$ cat src/rtl/spart_pkg.sv
// Shared types and frame constants for the SPART transmitter.
// SPART_TX_PARITY_EN adds the even-parity state to the FSM encoding.
package spart_pkg;

  localparam int   DATA_BITS        = 8;
  localparam logic START_LEVEL      = 1'b0;
  localparam logic STOP_LEVEL       = 1'b1;
  localparam int   DEFAULT_BAUD_DIV = 434;

`ifdef SPART_TX_PARITY_EN
  typedef enum logic [2:0] {
    ST_IDLE   = 3'd0,
    ST_START  = 3'd1,
    ST_DATA   = 3'd2,
    ST_PARITY = 3'd3,
    ST_STOP   = 3'd4
  } tx_state_e;
`else
  typedef enum logic [2:0] {
    ST_IDLE  = 3'd0,
    ST_START = 3'd1,
    ST_DATA  = 3'd2,
    ST_STOP  = 3'd4
  } tx_state_e;
`endif

endpackage

$ cat src/rtl/spart_tx_fifo.sv
// Byte FIFO for the SPART transmitter; full/empty derive from the registered count.
module spart_tx_fifo
  import spart_pkg::*;
#(
  parameter int DEPTH = 4
) (
  input  logic                 clk,
  input  logic                 rst,
  input  logic                 push,
  input  logic [DATA_BITS-1:0] wdata,
  input  logic                 pop,
  output logic [DATA_BITS-1:0] rdata,
  output logic                 full,
  output logic                 empty
);

  localparam int AW = $clog2(DEPTH);
  localparam logic [AW:0] FULL_CNT = (AW+1)'(DEPTH);

  logic [DATA_BITS-1:0] mem [DEPTH];
  logic [AW-1:0]        wr_ptr;
  logic [AW-1:0]        rd_ptr;
  logic [AW:0]          count;
  logic                 push_ok;
  logic                 pop_ok;

  assign full    = (count == FULL_CNT);
  assign empty   = (count == '0);
  assign push_ok = push && !full;
  assign pop_ok  = pop && !empty;
  assign rdata   = mem[rd_ptr];

  // Power-of-two depth lets the pointers wrap by plain overflow.
  always_ff @(posedge clk) begin
    if (rst) begin
      wr_ptr <= '0;
      rd_ptr <= '0;
      count  <= '0;
    end else begin
      if (push_ok) wr_ptr <= wr_ptr + AW'(1);
      if (pop_ok)  rd_ptr <= rd_ptr + AW'(1);
      if (push_ok && !pop_ok)      count <= count + (AW+1)'(1);
      else if (pop_ok && !push_ok) count <= count - (AW+1)'(1);
    end
  end

  always_ff @(posedge clk) begin
    if (push_ok) mem[wr_ptr] <= wdata;
  end

endmodule

$ cat src/rtl/spart_tx.sv
// SPART transmit path: FIFO-buffered 8N1 serialiser with registered txd.
// Define SPART_TX_PARITY_EN to insert an even-parity bit after the data bits.
//
// state     | meaning
// ----------+-------------------------------------------------
// ST_IDLE   | line high; pops next byte when FIFO not empty
// ST_START  | start bit (low) for BAUD_DIV clocks
// ST_DATA   | eight data bits, LSB first
// ST_PARITY | even parity of the byte (parity build only)
// ST_STOP   | stop bit (high) for BAUD_DIV clocks
module spart_tx
  import spart_pkg::*;
#(
  parameter int DEPTH    = 4,
  parameter int BAUD_DIV = DEFAULT_BAUD_DIV
) (
  input  logic                 clk,
  input  logic                 rst,
  input  logic                 send,
  input  logic [DATA_BITS-1:0] tx_data,
  output logic                 full,
  output logic                 empty,
  output logic                 busy,
  output logic                 txd
);

  localparam int BW = $clog2(BAUD_DIV);
  localparam logic [BW-1:0] BAUD_LOAD = BW'(BAUD_DIV - 1);

  tx_state_e            state_q, state_d;
  logic [DATA_BITS-1:0] shift_q, shift_d;
  logic [2:0]           bit_idx_q, bit_idx_d;
  logic [BW-1:0]        baud_q, baud_d;
  logic                 txd_q, txd_d;
  logic                 bit_end;
  logic                 pop;
  logic [DATA_BITS-1:0] fifo_rdata;
`ifdef SPART_TX_PARITY_EN
  logic                 parity_q, parity_d;
`endif

  spart_tx_fifo #(.DEPTH(DEPTH)) u_fifo (
    .clk   (clk),
    .rst   (rst),
    .push  (send),
    .wdata (tx_data),
    .pop   (pop),
    .rdata (fifo_rdata),
    .full  (full),
    .empty (empty)
  );

  assign bit_end = (baud_q == '0);
  assign pop     = (state_q == ST_IDLE) && !empty;
  assign busy    = (state_q != ST_IDLE);
  assign txd     = txd_q;

  always_ff @(posedge clk) begin
    if (rst) state_q <= ST_IDLE;
    else     state_q <= state_d;
  end

  always_comb begin
    state_d = state_q;
    case (state_q)
      ST_IDLE:  if (!empty) state_d = ST_START;
      ST_START: if (bit_end) state_d = ST_DATA;
      ST_DATA: begin
        if (bit_end && bit_idx_q == 3'd7) begin
`ifdef SPART_TX_PARITY_EN
          state_d = ST_PARITY;
`else
          state_d = ST_STOP;
`endif
        end
      end
`ifdef SPART_TX_PARITY_EN
      ST_PARITY: if (bit_end) state_d = ST_STOP;
`endif
      ST_STOP:  if (bit_end) state_d = ST_IDLE;
      default:  state_d = ST_IDLE;
    endcase
  end

  // Datapath next values; txd is derived from the next state so the
  // registered line changes on the same edge as the state.
  always_comb begin
    shift_d   = shift_q;
    bit_idx_d = bit_idx_q;
    baud_d    = baud_q;
`ifdef SPART_TX_PARITY_EN
    parity_d  = parity_q;
`endif
    if (pop) begin
      shift_d   = fifo_rdata;
      bit_idx_d = '0;
      baud_d    = BAUD_LOAD;
`ifdef SPART_TX_PARITY_EN
      parity_d  = ^fifo_rdata;
`endif
    end else if (state_q != ST_IDLE) begin
      if (bit_end) begin
        baud_d = BAUD_LOAD;
        if (state_q == ST_DATA) begin
          shift_d   = shift_q >> 1;
          bit_idx_d = bit_idx_q + 3'd1;
        end
      end else begin
        baud_d = baud_q - BW'(1);
      end
    end

    txd_d = STOP_LEVEL;
    case (state_d)
      ST_IDLE:   txd_d = STOP_LEVEL;
      ST_START:  txd_d = START_LEVEL;
      ST_DATA:   txd_d = shift_d[0];
`ifdef SPART_TX_PARITY_EN
      ST_PARITY: txd_d = parity_q;
`endif
      ST_STOP:   txd_d = STOP_LEVEL;
      default:   txd_d = STOP_LEVEL;
    endcase
  end

  always_ff @(posedge clk) begin
    if (rst) begin
      shift_q   <= '0;
      bit_idx_q <= '0;
      baud_q    <= '0;
      txd_q     <= STOP_LEVEL;
`ifdef SPART_TX_PARITY_EN
      parity_q  <= 1'b0;
`endif
    end else begin
      shift_q   <= shift_d;
      bit_idx_q <= bit_idx_d;
      baud_q    <= baud_d;
      txd_q     <= txd_d;
`ifdef SPART_TX_PARITY_EN
      parity_q  <= parity_d;
`endif
    end
  end

endmodule

$ cat config.mk
export PLATFORM = sky130hd
export DESIGN_NAME = spart_tx
export DESIGN_NICKNAME = d
export VERILOG_FILES = /design/src/rtl/spart_pkg.sv /design/src/rtl/spart_tx_fifo.sv /design/src/rtl/spart_tx.sv
export SDC_FILE = /design/constraint.sdc
export NUM_CORES = 1
export LEC_CHECK = 0
export CAP_MARGIN = 20
export CORE_MARGIN = 4
export CORE_UTILIZATION = 45
export CTS_CLUSTER_SIZE = 30
export DETAILED_ROUTE_END_ITERATION = 16
export DONT_BUFFER_PORTS = 1
export PLACE_DENSITY = 0.59
export SETUP_SLACK_MARGIN = 0.02
export SLEW_MARGIN = 5
export SYNTH_ARGS = -nofsm -noshare
export SYNTH_HDL_FRONTEND = slang
export SYNTH_HIERARCHICAL = 1
export SYNTH_SLANG_ARGS = --single-unit
$ cat constraint.sdc
create_clock -name clk -period 5.58 [get_ports clk]
set_input_delay 0.558 -clock clk [delete_from_list [all_inputs] [get_ports clk]]
set_output_delay 0.558 -clock clk [all_outputs]
set_load 0.02 [all_outputs]
==> out/results.txt <==
Status: finished, final reports clean
Largest area contributor in the netlist: edfxtp_1
Syn Std Cell Area: 2799 um^2
Die H: 86.87 um
Max-slew violation count: 0
Reg2reg setup slack: 2.23 ns
Post-DP HPWL: 3034 um
Leak Pwr: 0.001074 uW
Port buffer count: 0
Gpl congestion: 0.7333
Drt initial violations: 99
Die Width: 86.87 um
CTS sink count: 65
I/O pins: 15
Die Footprint: 7546 um^2
Netlist cell types: 46
First-pass GRT wire length: 7562 um
Worst EP arrival: 3.62 ns
Number of global-route vias before repair: 1,594
Vias per inst: 5.314
Max-cap violations: 0
Clock skew: 0.01060 ns
Core box area: 5991 um^2
Clock Tree Root: clkbuf_8
Resized Gates After CTS: 0
Gr usage total: 13.27%
Number of fill cells: 539
Final antenna diode count: 0
Min Tclk post-route: 3.346 ns
H-tree lvl count: 3
Worst-Skew Late Latency: 0.34 ns
Non-Filler Instances: 303
CTS tree: yes
DR pass1 iterations: 4
Relative slew slack: 33.02%
Tot Pwr: 1598 uW
Starting Density: 46.72%
CTS Hold Buffers Added: 0
Reg-to-reg endpoint: u_fifo/count[2]
Clock Tree Buf Depth: 2
Launching point of the worst reg2reg path: u_fifo/count[0]
Post-Synthesis Cells: 220
Buffer count from post-CTS setup fixing: 0
Top post-synthesis cells by area: edfxtp_1 34%, dfxtp_1 24%, mux4_2 6.4%
DP Worst Slack: 2.163 ns
Hold Path Depth: 1
Final setup fails: 0
Asr flop ratio synth: 0%
PwrDens: 523.5 nW/um^2
Seq cells post-synth: 65
Final wirelength: 4580 um
Critical path capture point type: flop
Area share of the largest cell type after synthesis: 34.33%
Fin crit share: 59.96%
Placed cells: 287
Setup ws final: 2.234 ns
Reg clk slew, reported paths: 0.09 ns
Top cells by count, synth: 33 x dfxtp_1, 32 x edfxtp_1, 17 x nor2_1
Setup CP Type: reg -> reg
Sequential area share after synthesis: 57.93%
Synth Warn #: 6
Global route overflow: 0
Post-synth top flop: dfxtp_1
Num CTS Buffers: 9
Cell Rows: 28
Largest net degree at the start of global routing: 32
Post-Synthesis Net Count: 241
Crit Path Max Fanout: 13
DRC viols: 0
# nets final: 244
Hold Vio Cnt, Final: 0
Worst-Margin Slew: 0.9971 ns
Final TNS setup: 0 ns
Worst r2r path cells: 10
Layout cells sized above 1: 14.91%
Post-synth EDFFs: 32
Critical Path Start Type: flop
WP data required: 5.86 ns
RSZ-0062 raised after global routing: no
Vias post-DR: 1,610
Fmax achieved: 0.2989 GHz
Peak supply drop: 0.2288 mV
Mean Syn Cell Area: 12.72 um^2
Dominant cell by count in the synthesized netlist: dfxtp_1
Routed Antenna Nets: 0
Antenna violations before repair: 0
Hold EP: shift_q[3]
Wire length per cell: 15.12 um
HP Class: in -> reg
HP Start: rst
Synth-to-Final Area Change: 9.075%
[flip-flops by register name, indices dropped and copies added (netlist names), named ones only]
| name | flops |
|---|---|
| txd | 1 |
| baud_q | 9 |
| bit_idx_q | 3 |
| shift_q | 8 |
| u_fifo/rd_ptr | 2 |
| u_fifo/wr_ptr | 2 |
| u_fifo/count | 3 |
| u_fifo/mem | 32 |
| state_q | 3 |
[worst max path at each step]
| stage | startpoint | to | slack (ns) | depth (start not counted) |
|---|---|---|---|---|
| 6_report | u_fifo/count[0] | u_fifo/count[2] | 2.23 | 10 |
| 5_1_grt | u_fifo/count[1] | u_fifo/count[2] | 1.93 | 10 |
| 3_3_place_gp | u_fifo/count[0] | u_fifo/count[2] | 2.26 | 10 |
| 3_5_place_dp | u_fifo/count[0] | u_fifo/count[2] | 2.16 | 10 |
| 2_1_floorplan | u_fifo/count[0] | u_fifo/count[2] | 2.59 | 12 |
| 4_1_cts | u_fifo/count[0] | u_fifo/count[2] | 2.17 | 10 |
[per-stage QoR]
step	util, %	area (um^2)	hold WS (ns)
CTS	50.96	3053	0.2513
floorplan	-	2799	0.4360
global placement	47.49	2845	0.4361
global route	50.96	3053	0.2468
detailed placement	47.49	2845	0.4402
finish	50.96	3053	0.2772
[layout make-up]
class	instances	area, um^2	share of cell area, %
inverters	11	41.29	1.352
clock buffers	9	123.9	4.057
multi-input cells	135	1081	35.41
well taps	75	93.84	3.074
repair buffers	1	7.507	0.2459
clock inverters	7	83.83	2.746
flip-flops and latches	65	1622	53.11
[where the power goes]
| part | internal, uW | switching, uW | leakage, uW |
|---|---|---|---|
| Sequential | 599 | 92.9 | 0.000564 |
| Clock | 215 | 203 | 0.000103 |
| Combinational | 214 | 275 | 0.000407 |
[layout by cell type (no fill, tap or decap), types with 2 or more instances in the layout]
| master | count |
|---|---|
| a211oi_1 | 4 |
| a21oi_1 | 13 |
| a22oi_1 | 4 |
| and2_1 | 6 |
| clkbuf_8 | 9 |
| dfxtp_1 | 33 |
| edfxtp_1 | 32 |
| ha_1 | 9 |
| inv_1 | 11 |
| inv_6 | 3 |
| mux2i_1 | 6 |
| mux4_2 | 8 |
| nand2_1 | 10 |
| nand2b_1 | 3 |
| nand4b_1 | 2 |
| nor2_1 | 17 |
| nor3_1 | 9 |
| nor4_1 | 2 |
| o21ai_0 | 6 |
| or3_1 | 3 |
| xnor2_1 | 3 |
| xor2_1 | 7 |
[logic make-up (layout without fill, tap and decap cells)]
| family | Yosys count | after routing | share of synthesized area, % |
|---|---|---|---|
| multiplexers | 14 | 14 | 8.583 |
| XOR/XNOR | 10 | 10 | 3.129 |
| flip-flops | 65 | 65 | 57.93 |
| AO/OA/AOI/OAI | 37 | 37 | 8.807 |
| AND/OR/NAND/NOR | 64 | 64 | 13.37 |
| buffers and inverters | 20 | 28 | 3.442 |
| adder cells (fa/ha/maj) | 10 | 10 | 4.739 |
[per-layer routing]
metal  part of all wire [%]  vias to the layer above  track usage [%]
li1                       -                      814                -
met1                     49                      763            17.49
met2                     46                       27            19.46
met3                    4.7                        6            5.203
met4                    1.0                        0            5.524
met5                      0                        -                0
[worst max-delay path, stage by stage, from the launching register on]
cell	delay, ns
dfxtp_1	0.39
nor3_1	0.83
nand2b_1	0.38
inv_1	0.27
o31ai_2	0.15
ha_1	0.23
inv_1	0.06
fa_1	0.37
xor2_1	0.16
or3_1	0.30
a21oi_1	0.13
(Power assumes the default switching activity.)
